## config.mk

```make
export PLATFORM = sky130hd
export DESIGN_NAME = cache_mem_arbiter_flat
export DESIGN_NICKNAME = d
export VERILOG_FILES = /design/src/rtl/cache_mem_arbiter_if.sv /design/src/rtl/cache_mem_arbiter.sv /design/src/flat_wrapper.sv
export SDC_FILE = /design/constraint.sdc
export NUM_CORES = 1
export LEC_CHECK = 0
export CORE_AREA = 2 2 358 360
export DETAILED_ROUTE_END_ITERATION = 10
export DIE_AREA = 0 0 360 362
export PLACE_DENSITY = 0.3
export SETUP_SLACK_MARGIN = 0.4
export SYNTH_ARGS = -nofsm -noshare
export SYNTH_HDL_FRONTEND = slang
export SYNTH_SLANG_ARGS = --single-unit
```

## constraint.sdc

```tcl
create_clock -name clk -period 9.4 [get_ports clk]
set_input_delay 0.94 -clock clk [delete_from_list [all_inputs] [get_ports clk]]
set_output_delay 0.94 -clock clk [all_outputs]
set_load 0.02 [all_outputs]
```

## src/rtl/cache_mem_arbiter_if.sv

```systemverilog
// Signal bundle between the two cache masters (I-cache = m0, D-cache = m1),
// the memory arbiter and the shared line-wide main-memory port.
interface cache_mem_arbiter_if #(
  parameter int ADDR_WIDTH = 32,
  parameter int LINE_WIDTH = 128,
  parameter int CNT_WIDTH  = 16
);
  logic                  m0_r;
  logic                  m0_w;
  logic [ADDR_WIDTH-1:0] m0_addr;
  logic [LINE_WIDTH-1:0] m0_w_data;
  logic [LINE_WIDTH-1:0] m0_r_data;
  logic                  m0_ready;

  logic                  m1_r;
  logic                  m1_w;
  logic [ADDR_WIDTH-1:0] m1_addr;
  logic [LINE_WIDTH-1:0] m1_w_data;
  logic [LINE_WIDTH-1:0] m1_r_data;
  logic                  m1_ready;

  logic                  mem_r;
  logic                  mem_w;
  logic [ADDR_WIDTH-1:0] mem_addr;
  logic [LINE_WIDTH-1:0] mem_w_data;
  logic [LINE_WIDTH-1:0] mem_r_data;
  logic                  mem_ready;

  logic [CNT_WIDTH-1:0]  m0_grants;
  logic [CNT_WIDTH-1:0]  m1_grants;

  // The arbiter: consumes cache requests and memory responses
  modport master (
    input  m0_r, m0_w, m0_addr, m0_w_data,
    input  m1_r, m1_w, m1_addr, m1_w_data,
    input  mem_r_data, mem_ready,
    output m0_r_data, m0_ready, m1_r_data, m1_ready,
    output mem_r, mem_w, mem_addr, mem_w_data,
    output m0_grants, m1_grants
  );

  modport slave (
    output m0_r, m0_w, m0_addr, m0_w_data,
    output m1_r, m1_w, m1_addr, m1_w_data,
    output mem_r_data, mem_ready,
    input  m0_r_data, m0_ready, m1_r_data, m1_ready,
    input  mem_r, mem_w, mem_addr, mem_w_data,
    input  m0_grants, m1_grants
  );
endinterface

```

## src/rtl/cache_mem_arbiter.sv

```systemverilog
// Round-robin arbiter sharing one line-wide memory port between the I-cache
// (m0) and the D-cache (m1), one transaction in flight, with grant counters.
module cache_mem_arbiter #(
  parameter int ADDR_WIDTH = 32,
  parameter int LINE_WIDTH = 128,
  parameter int CNT_WIDTH  = 16
) (
  input logic                 clk,
  input logic                 rst,
  cache_mem_arbiter_if.master bus
);

  typedef enum logic [0:0] {
    IDLE = 1'b0,
    BUSY = 1'b1
  } state_t;

  localparam logic [CNT_WIDTH-1:0]  CNT_ONE   = CNT_WIDTH'(1'b1);
  localparam logic [CNT_WIDTH-1:0]  CNT_MAX   = {CNT_WIDTH{1'b1}};
  localparam logic [CNT_WIDTH-1:0]  CNT_ZERO  = {CNT_WIDTH{1'b0}};
  localparam logic [ADDR_WIDTH-1:0] ADDR_ZERO = {ADDR_WIDTH{1'b0}};
  localparam logic [LINE_WIDTH-1:0] LINE_ZERO = {LINE_WIDTH{1'b0}};

  state_t                state_r;
  state_t                state_s;
  logic                  last_grant_r;
  logic                  id_r;
  logic                  op_r;
  logic                  abandoned_r;
  logic [ADDR_WIDTH-1:0] addr_r;
  logic [LINE_WIDTH-1:0] data_r;
  logic [CNT_WIDTH-1:0]  cnt0_r;
  logic [CNT_WIDTH-1:0]  cnt1_r;

  logic                  req0_s;
  logic                  req1_s;
  logic                  cur_req_s;
  logic                  grant_s;
  logic                  winner_s;
  logic                  win_w_s;
  logic [ADDR_WIDTH-1:0] win_addr_s;
  logic [LINE_WIDTH-1:0] win_data_s;
  logic                  deliver_s;
  logic                  mem_r_s;
  logic                  mem_w_s;
  logic [ADDR_WIDTH-1:0] mem_addr_s;
  logic [LINE_WIDTH-1:0] mem_w_data_s;

  assign req0_s     = bus.m0_r | bus.m0_w;
  assign req1_s     = bus.m1_r | bus.m1_w;
  assign cur_req_s  = id_r ? req1_s : req0_s;
  assign win_w_s    = winner_s ? bus.m1_w : bus.m0_w;
  assign win_addr_s = winner_s ? bus.m1_addr : bus.m0_addr;
  assign win_data_s = winner_s ? bus.m1_w_data : bus.m0_w_data;

  // Next-state, winner selection and combinational memory/completion outputs
  always_comb begin
    state_s      = state_r;
    grant_s      = 1'b0;
    winner_s     = 1'b0;
    deliver_s    = 1'b0;
    mem_r_s      = 1'b0;
    mem_w_s      = 1'b0;
    mem_addr_s   = ADDR_ZERO;
    mem_w_data_s = LINE_ZERO;
    case (state_r)
      IDLE: begin
        // On a tie the master that was not served last wins
        if (req0_s && req1_s) begin
          grant_s  = 1'b1;
          winner_s = ~last_grant_r;
        end else if (req0_s) begin
          grant_s  = 1'b1;
          winner_s = 1'b0;
        end else if (req1_s) begin
          grant_s  = 1'b1;
          winner_s = 1'b1;
        end else begin
          grant_s  = 1'b0;
          winner_s = 1'b0;
        end
        if (grant_s) begin
          state_s = BUSY;
        end else begin
          state_s = IDLE;
        end
      end
      BUSY: begin
        mem_r_s      = ~op_r & ~bus.mem_ready;
        mem_w_s      = op_r & ~bus.mem_ready;
        mem_addr_s   = addr_r;
        mem_w_data_s = data_r;
        // Memory always completes; the pulse is only forwarded if still wanted
        if (bus.mem_ready) begin
          deliver_s = ~abandoned_r & cur_req_s;
          state_s   = IDLE;
        end else begin
          deliver_s = 1'b0;
          state_s   = BUSY;
        end
      end
      default: begin
        state_s = IDLE;
      end
    endcase
  end

  assign bus.mem_r      = mem_r_s;
  assign bus.mem_w      = mem_w_s;
  assign bus.mem_addr   = mem_addr_s;
  assign bus.mem_w_data = mem_w_data_s;
  assign bus.m0_ready   = deliver_s & ~id_r;
  assign bus.m1_ready   = deliver_s & id_r;
  assign bus.m0_r_data  = (deliver_s & ~id_r) ? bus.mem_r_data : LINE_ZERO;
  assign bus.m1_r_data  = (deliver_s & id_r) ? bus.mem_r_data : LINE_ZERO;
  assign bus.m0_grants  = cnt0_r;
  assign bus.m1_grants  = cnt1_r;

  // FSM state register
  always_ff @(posedge clk or posedge rst) begin
    if (rst) begin
      state_r <= IDLE;
    end else begin
      state_r <= state_s;
    end
  end

  // Request fields latched at grant, round-robin pointer, abandon flag, counters
  always_ff @(posedge clk or posedge rst) begin
    if (rst) begin
      last_grant_r <= 1'b1;
      id_r         <= 1'b0;
      op_r         <= 1'b0;
      abandoned_r  <= 1'b0;
      addr_r       <= ADDR_ZERO;
      data_r       <= LINE_ZERO;
      cnt0_r       <= CNT_ZERO;
      cnt1_r       <= CNT_ZERO;
    end else begin
      if (grant_s) begin
        id_r         <= winner_s;
        op_r         <= win_w_s;
        addr_r       <= win_addr_s;
        data_r       <= win_w_s ? win_data_s : LINE_ZERO;
        last_grant_r <= winner_s;
        abandoned_r  <= 1'b0;
        if (!winner_s) begin
          if (cnt0_r != CNT_MAX) begin
            cnt0_r <= cnt0_r + CNT_ONE;
          end
        end else begin
          if (cnt1_r != CNT_MAX) begin
            cnt1_r <= cnt1_r + CNT_ONE;
          end
        end
      end else if ((state_r == BUSY) && !cur_req_s) begin
        abandoned_r <= 1'b1;
      end
    end
  end

endmodule

```

## src/flat_wrapper.sv

```systemverilog
// flat-port wrapper written by rule: the top's interface ports become plain ports
module cache_mem_arbiter_flat 
#(
  parameter int ADDR_WIDTH = 32,
  parameter int LINE_WIDTH = 128,
  parameter int CNT_WIDTH  = 16
)
  (clk, rst, bus_m0_r, bus_m0_w, bus_m0_addr, bus_m0_w_data, bus_m1_r, bus_m1_w, bus_m1_addr, bus_m1_w_data, bus_mem_r_data, bus_mem_ready, bus_m0_r_data, bus_m0_ready, bus_m1_r_data, bus_m1_ready, bus_mem_r, bus_mem_w, bus_mem_addr, bus_mem_w_data, bus_m0_grants, bus_m1_grants);
  cache_mem_arbiter_if #(.ADDR_WIDTH(ADDR_WIDTH), .LINE_WIDTH(LINE_WIDTH), .CNT_WIDTH(CNT_WIDTH)) bus_i ();
  input logic clk;
  input logic rst;
  input wire logic [$bits(bus_i.m0_r)-1:0] bus_m0_r;
  input wire logic [$bits(bus_i.m0_w)-1:0] bus_m0_w;
  input wire logic [$bits(bus_i.m0_addr)-1:0] bus_m0_addr;
  input wire logic [$bits(bus_i.m0_w_data)-1:0] bus_m0_w_data;
  input wire logic [$bits(bus_i.m1_r)-1:0] bus_m1_r;
  input wire logic [$bits(bus_i.m1_w)-1:0] bus_m1_w;
  input wire logic [$bits(bus_i.m1_addr)-1:0] bus_m1_addr;
  input wire logic [$bits(bus_i.m1_w_data)-1:0] bus_m1_w_data;
  input wire logic [$bits(bus_i.mem_r_data)-1:0] bus_mem_r_data;
  input wire logic [$bits(bus_i.mem_ready)-1:0] bus_mem_ready;
  output wire logic [$bits(bus_i.m0_r_data)-1:0] bus_m0_r_data;
  output wire logic [$bits(bus_i.m0_ready)-1:0] bus_m0_ready;
  output wire logic [$bits(bus_i.m1_r_data)-1:0] bus_m1_r_data;
  output wire logic [$bits(bus_i.m1_ready)-1:0] bus_m1_ready;
  output wire logic [$bits(bus_i.mem_r)-1:0] bus_mem_r;
  output wire logic [$bits(bus_i.mem_w)-1:0] bus_mem_w;
  output wire logic [$bits(bus_i.mem_addr)-1:0] bus_mem_addr;
  output wire logic [$bits(bus_i.mem_w_data)-1:0] bus_mem_w_data;
  output wire logic [$bits(bus_i.m0_grants)-1:0] bus_m0_grants;
  output wire logic [$bits(bus_i.m1_grants)-1:0] bus_m1_grants;
  assign bus_i.m0_r = bus_m0_r;
  assign bus_i.m0_w = bus_m0_w;
  assign bus_i.m0_addr = bus_m0_addr;
  assign bus_i.m0_w_data = bus_m0_w_data;
  assign bus_i.m1_r = bus_m1_r;
  assign bus_i.m1_w = bus_m1_w;
  assign bus_i.m1_addr = bus_m1_addr;
  assign bus_i.m1_w_data = bus_m1_w_data;
  assign bus_i.mem_r_data = bus_mem_r_data;
  assign bus_i.mem_ready = bus_mem_ready;
  assign bus_m0_r_data = bus_i.m0_r_data;
  assign bus_m0_ready = bus_i.m0_ready;
  assign bus_m1_r_data = bus_i.m1_r_data;
  assign bus_m1_ready = bus_i.m1_ready;
  assign bus_mem_r = bus_i.mem_r;
  assign bus_mem_w = bus_i.mem_w;
  assign bus_mem_addr = bus_i.mem_addr;
  assign bus_mem_w_data = bus_i.mem_w_data;
  assign bus_m0_grants = bus_i.m0_grants;
  assign bus_m1_grants = bus_i.m1_grants;
  cache_mem_arbiter #(.ADDR_WIDTH(ADDR_WIDTH), .LINE_WIDTH(LINE_WIDTH), .CNT_WIDTH(CNT_WIDTH)) u_core (.clk(clk), .rst(rst), .bus(bus_i));
endmodule
```

; ---- After elaboration in Yosys (flattened, before gate mapping)
; Cells that the tools add are included.
[totals]
register_bits = 197
out_inout_bits = 452
elab_cells = 59
input_bits = 455
[op_classes]
n_addsub = 2
reduce_logical = 6
bitwise = 14
eq_ne = 2
muxes = 26
[op_table]
columns = cell, n
row1 = $mux W128, 5
row2 = $mux W32, 2
row3 = $add A16 B1 Y16 const B, 2
row4 = $ne A16 B16 Y1 const B, 2
row5 = $mux W1, 18
row6 = $not A1 Y1, 7
row7 = $reduce_and A3 Y1, 2
row8 = $and A1 B1 Y1, 5
row9 = $logic_and A1 B1 Y1, 2
row10 = $or A1 B1 Y1, 2
row11 = $pmux W1 S2, 1
row12 = $reduce_bool A2 Y1, 1
row13 = $logic_not A1 Y1, 1

; ---- Longest topological paths before layout
[logic_depth]
word_depth = 7
ltp_mapped = 7
ltp_nobuf = 5

; ---- Worst setup path before layout
; No wires, ideal clock.
[synth_path]
path_type = input-to-output
startpoint = input port bus_m0_w
endpoint = output port bus_m0_r_data[100]
path_stages = 5
arrival_ps = 1996
path_buffers = 2
required_time_ps = 8460
slack_ps = 6464
path_cell_list = nor2_1 -> nor4_1 -> buf_2 -> clkbuf_1 -> and2_1
[synth_between]
elab_chain_cells = 7
[synth_rtl]
columns = item, line_no
row1 = start: declaration, flat_wrapper.sv:13  ; input wire logic [$bits(bus_i.m0_w)-1:0] bus_m0_w;
row2 = $or A1 B1 Y1, cache_mem_arbiter.sv:49  ; assign req0_s = bus.m0_r | bus.m0_w;
row3 = $mux W1, cache_mem_arbiter.sv:51  ; assign cur_req_s = id_r ? req1_s : req0_s;
row4 = $and A1 B1 Y1, cache_mem_arbiter.sv:95  ; deliver_s = ~abandoned_r & cur_req_s;
row5 = $mux W1, cache_mem_arbiter.sv:94  ; if (bus.mem_ready) begin
row6 = $mux W1, cache_mem_arbiter.sv:66  ; case (state_r)
row7 = $and A1 B1 Y1, cache_mem_arbiter.sv:114  ; assign bus.m0_r_data = (deliver_s & ~id_r) ? bus.mem_r_data : LINE_ZERO;
row8 = $mux W128, cache_mem_arbiter.sv:114
row9 = end: declaration, flat_wrapper.sv:22  ; output wire logic [$bits(bus_i.m0_r_data)-1:0] bus_m0_r_data;
; Every way passes these cells.

; ---- Worst setup path in the final report
[layout_path]
startpoint = input port bus_m1_w
endpoint = output port bus_m1_r_data[97]
[layout_between]
elab_chain_cells = 7
[layout_rtl]
columns = item, line_no
row1 = start: declaration, flat_wrapper.sv:17  ; input wire logic [$bits(bus_i.m1_w)-1:0] bus_m1_w;
row2 = $or A1 B1 Y1, cache_mem_arbiter.sv:50  ; assign req1_s = bus.m1_r | bus.m1_w;
row3 = $mux W1, cache_mem_arbiter.sv:51
row4 = $and A1 B1 Y1, cache_mem_arbiter.sv:95
row5 = $mux W1, cache_mem_arbiter.sv:94
row6 = $mux W1, cache_mem_arbiter.sv:66
row7 = $and A1 B1 Y1, cache_mem_arbiter.sv:115  ; assign bus.m1_r_data = (deliver_s & id_r) ? bus.mem_r_data : LINE_ZERO;
row8 = $mux W128, cache_mem_arbiter.sv:115
row9 = end: declaration, flat_wrapper.sv:24  ; output wire logic [$bits(bus_i.m1_r_data)-1:0] bus_m1_r_data;
; Every way passes these cells.

==> impl_metrics.prom <==
# TYPE chip_impl_metric gauge
chip_impl_info{name="status",value="finished clean"} 1
chip_impl_metric{name="placement.cell_area",unit="sq mm"} 0.0228
chip_impl_metric{name="grt_overflow",unit=""} 0
chip_impl_metric{name="cts.repair_timing.setup_buffer_count",unit=""} 0
chip_impl_metric{name="sequential_area_share_after_synthesis",unit="%"} 41.3
chip_impl_metric{name="timing_worst_slew_pin_value",unit="ns"} 1.17
chip_impl_metric{name="synthesis.area_per_instance",unit="sq um"} 8.93
chip_impl_metric{name="routedWlPerCell",unit="um"} 21.8
chip_impl_metric{name="timing.critical_path.buf_inv",unit=""} 3
chip_impl_metric{name="drc",unit=""} 0
chip_impl_info{name="maxUsedRoutingLayer",value="met5"} 1
chip_impl_metric{name="area_growth",unit="%"} 96.1
chip_impl_info{name="rsz_0062_raised_after_global_routing",value="no"} 1
chip_impl_metric{name="timing.max_cap.violations",unit=""} 0
chip_impl_metric{name="core-area",unit="sq mm"} 0.127
chip_impl_metric{name="first_global_vias",unit=""} 13300
chip_impl_metric{name="finClkSkew",unit="ns"} 0.0194
chip_impl_metric{name="clk_path_buf_depth",unit=""} 2
chip_impl_metric{name="cts_inserted_buffers",unit=""} 17
chip_impl_metric{name="met3_layer_wire_length_in_the_routed_design",unit="mm"} 6.69
chip_impl_metric{name="finalWeightedCongestion",unit=""} 0.857
chip_impl_metric{name="detail-route-antenna-nets",unit=""} 0
chip_impl_metric{name="path_clk_slew",unit="ns"} 0.08
chip_impl_metric{name="final_core_util",unit="%"} 18.5
chip_impl_metric{name="critical-path-max-stage-delay",unit="ns"} 0.80
chip_impl_metric{name="syn-cell-area",unit="sq mm"} 0.0119
chip_impl_metric{name="finalMaxSlewViolations",unit=""} 0
chip_impl_metric{name="timing_hold_violations_final",unit=""} 0
chip_impl_metric{name="placed_instances",unit=""} 3814
chip_impl_metric{name="post_cts_resized",unit=""} 0
chip_impl_metric{name="groute.usage.overall",unit="%"} 12.5
chip_impl_metric{name="layout.cells.non_filler",unit=""} 3851
chip_impl_info{name="synth_top_cells_by_area",value="sky130_fd_sc_hd__dfrtp_1, sky130_fd_sc_hd__and2_1, sky130_fd_sc_hd__mux2i_1"} 1
chip_impl_metric{name="cts_max_level",unit=""} 4
chip_impl_info{name="critical-path-top-cell-by-count",value="sky130_fd_sc_hd__clkdlybuf4s50_1"} 1
chip_impl_metric{name="finish.net_count",unit=""} 2628
chip_impl_metric{name="via_count",unit=""} 12800
chip_impl_metric{name="maximum_number_of_pins_on_one_net_before_global_route_repair",unit=""} 130
chip_impl_metric{name="antenna_found_initial",unit=""} 18
chip_impl_metric{name="fmax",unit="GHz"} 0.206
chip_impl_metric{name="crit_fanout",unit=""} 129
chip_impl_metric{name="max-slew-margin-rel",unit="%"} 22.0
chip_impl_metric{name="routed_vias_inst",unit=""} 3.32
chip_impl_metric{name="routed_wl",unit="mm"} 83.8
chip_impl_metric{name="rows",unit=""} 131
chip_impl_metric{name="dr_wl_met2",unit="mm"} 44.3
chip_impl_metric{name="number_of_clock_sinks_seen_by_cts",unit=""} 197
chip_impl_info{name="crit_path_start_kind",value="input port"} 1
chip_impl_metric{name="setup_tns",unit="ns"} 0
chip_impl_metric{name="layout_worst_path_cycle_share",unit="%"} 51.6
chip_impl_metric{name="critical_path_required",unit="ns"} 8.46
chip_impl_metric{name="total_power",unit="mW"} 5.38
chip_impl_info{name="min_path_type",value="reg2reg"} 1
chip_impl_metric{name="io-pin-count",unit=""} 907
chip_impl_info{name="tritoncts",value="built"} 1
chip_impl_metric{name="count_of_fill_cells_added_during_filler_insertion",unit=""} 14200
chip_impl_metric{name="synthCells",unit=""} 1337
chip_impl_metric{name="postSynthRegisterBits",unit=""} 197
chip_impl_info{name="critPathTopFamily",value="buffers and inverters"} 1
chip_impl_metric{name="port_buffers",unit=""} 906
chip_impl_metric{name="global_route_wire_length_before_repair",unit="mm"} 113
chip_impl_metric{name="dieHeight",unit="um"} 362
chip_impl_metric{name="drt-met1-wl",unit="mm"} 31.1
chip_impl_info{name="timing_worst_setup_path_type",value="in2out"} 1
chip_impl_metric{name="synth.lib_cells_used.distinct",unit=""} 44
chip_impl_metric{name="die_outline_width",unit="um"} 360
chip_impl_metric{name="synth_largest_type_area_fraction",unit="%"} 41.1
chip_impl_metric{name="yosysWarningCount",unit=""} 0
chip_impl_metric{name="source_to_sink_clock_delay_at_the_later_pin_of_the_worst_skew_pair",unit="ns"} 0.52
chip_impl_metric{name="drtPass1Iterations",unit=""} 5
chip_impl_info{name="clock_tree.root_cell",value="sky130_fd_sc_hd__clkbuf_16"} 1
chip_impl_metric{name="drive_above_1_share",unit="%"} 2.79
chip_impl_metric{name="worst_ir_drop_vdd",unit="V"} 0.000143
chip_impl_metric{name="setup_viol",unit=""} 0
chip_impl_metric{name="place.detailed.hpwl",unit="mm"} 70.2
chip_impl_metric{name="leakage",unit="nW"} 9.66
chip_impl_info{name="critical_path_top_delay_cell",value="sky130_fd_sc_hd__buf_4"} 1
chip_impl_metric{name="final_period_minus_worst_setup_slack",unit="ns"} 4.85
chip_impl_metric{name="design_area",unit="sq mm"} 0.0234
chip_impl_metric{name="synthesized_net_count",unit=""} 1794
chip_impl_info{name="synth_top_area_cell",value="sky130_fd_sc_hd__dfrtp_1"} 1
chip_impl_info{name="critical_path.endpoint_type",value="output pin"} 1
chip_impl_metric{name="timing.critical_path.arrival",unit="ns"} 3.91
chip_impl_info{name="critical_path.cell_chain",value="clkdlybuf4s50_1 > nor2_1 > nor4b_4 > buf_4 > and2_1 > clkdlybuf4s50_1"} 1
chip_impl_metric{name="die_footprint",unit="sq mm"} 0.130
chip_impl_metric{name="dr.first_iter.drc_count",unit=""} 422
chip_impl_metric{name="hold_buffers",unit=""} 0
chip_impl_metric{name="floorplan.initialDensity",unit="%"} 9.43
chip_impl_metric{name="power.density_cell_area",unit="mW/mm^2"} 230
[cell type report]
type,instances,area (sq um),share of cell area [%]
clock buffer,17,425,1.82
sequential,197,4930,21.1
clock inverter,15,181,0.775
antenna,5,12.5,0.0534
multi-input combinational,1032,6570,28.1
tap,1662,2080,8.88
timing repair buffer,918,9180,39.2
inverter,5,26.3,0.112
[cells in the mapped netlist, drive strengths merged]
cell type  instances
o21a               1
nand2b             2
mux2i            160
a31oi              5
inv                5
nand2            178
a22oi              1
o2111ai            3
o31ai              1
or3                2
buf               27
mux2               3
o211ai             2
a21o               1
a311o              1
ha                 2
nor4              12
nand4              8
nor2              11
nand3              8
o21bai             1
and2             417
dfstp              1
nor3               5
dfrtp            196
a21oi              2
and4               3
o21ai            162
and3               8
xnor2             10
clkbuf            76
xor2              16
nor3b              1
nor4b              3
nand4b             1
o21ba              2
[cell families (layout without fill, tap and decap cells)]
family / after synthesis / in the layout / share of synthesized area [%]
other cells: 0 / 5 / 0
xor+xnor: 26 / 26 / 1.91
fa+ha+maj: 2 / 2 / 0.210
compound gates: 182 / 182 / 8.05
flops: 197 / 197 / 41.3
mux: 163 / 163 / 13.7
buf+inv: 108 / 955 / 3.94
simple gates: 659 / 659 / 30.9
[placed cells by master, fill, tap and decap left out, drive strengths merged, types with 2 or more instances in the layout]
| master | synthesis | layout |
|---|---|---|
| a21oi | 2 | 2 |
| a31oi | 5 | 5 |
| and2 | 417 | 417 |
| and3 | 8 | 8 |
| and4 | 3 | 3 |
| buf | 27 | 12 |
| clkbuf | 76 | 17 |
| clkdlybuf4s50 | 0 | 906 |
| clkinv | 0 | 8 |
| dfrtp | 196 | 196 |
| diode | 0 | 5 |
| ha | 2 | 2 |
| inv | 5 | 12 |
| mux2 | 3 | 3 |
| mux2i | 160 | 160 |
| nand2 | 178 | 178 |
| nand2b | 2 | 2 |
| nand3 | 8 | 8 |
| nand4 | 8 | 8 |
| nor2 | 11 | 11 |
| nor3 | 5 | 5 |
| nor4 | 12 | 12 |
| nor4b | 3 | 3 |
| o2111ai | 3 | 3 |
| o211ai | 2 | 2 |
| o21ai | 162 | 162 |
| o21ba | 2 | 2 |
| or3 | 2 | 2 |
| xnor2 | 10 | 10 |
| xor2 | 16 | 16 |
[flip-flops by register name (all words and copies together), names as in the netlist]
name and count:
u_core.state_r 1, u_core.id_r 1, u_core.abandoned_r 1, u_core.data_r 128
u_core.bus.m0_grants 16, u_core.last_grant_r 1, u_core.bus.m1_grants 16, u_core.op_r 1
u_core.addr_r 32
[tightest hold or removal path: stages (launching register included)]
cell	delay, ns
sky130_fd_sc_hd__dfrtp_1	0.34
sky130_fd_sc_hd__nand2_1	0.04
sky130_fd_sc_hd__o21ai_0	0.06
[worst paths after layout]
kind | to | slack, ns | startpoint | cells after the start
worst max register to register | u_core.data_r[64]$_DFFE_PP0P_ | 5.76 | u_core.last_grant_r$_DFFE_PP1P_ | 6
min in group asynchronous | u_core.data_r[84]$_DFFE_PP0P_ | 0.87 | rst | 2
worst min-delay path | u_core.data_r[29]$_DFFE_PP0P_ | 0.47 | u_core.data_r[29]$_DFFE_PP0P_ | 2
max in group asynchronous | u_core.data_r[118]$_DFFE_PP0P_ | 7.22 | rst | 3
worst max-delay path | bus_m1_r_data[97] | 4.55 | bus_m1_w | 6
worst min register to register | u_core.data_r[29]$_DFFE_PP0P_ | 0.47 | u_core.data_r[29]$_DFFE_PP0P_ | 2
[metrics by stage]
| step | setup WS [ns] | hold slack (ns) |
|---|---|---|
| 2_1_floorplan | 3.09 | 0.442 |
| 3_3_place_gp | 4.58 | 0.457 |
| 3_5_place_dp | 4.55 | 0.462 |
| 4_1_cts | 4.55 | 0.482 |
| 5_1_grt | 4.41 | 0.489 |
| 6_report | 4.55 | 0.473 |
[layer usage]
layer	vias up	global-route usage (%)
met4	10	3.16
met1	6071	13.1
li1	6091	-
met2	567	23.5
met5	-	0
met3	54	4.53
[power by group]
group	switching [mW]	internal (mW)
registers	0.200	1.18
clock network	0.430	0.361
logic	1.82	1.38
total	2.45	2.93
(Power assumes the default switching activity.)
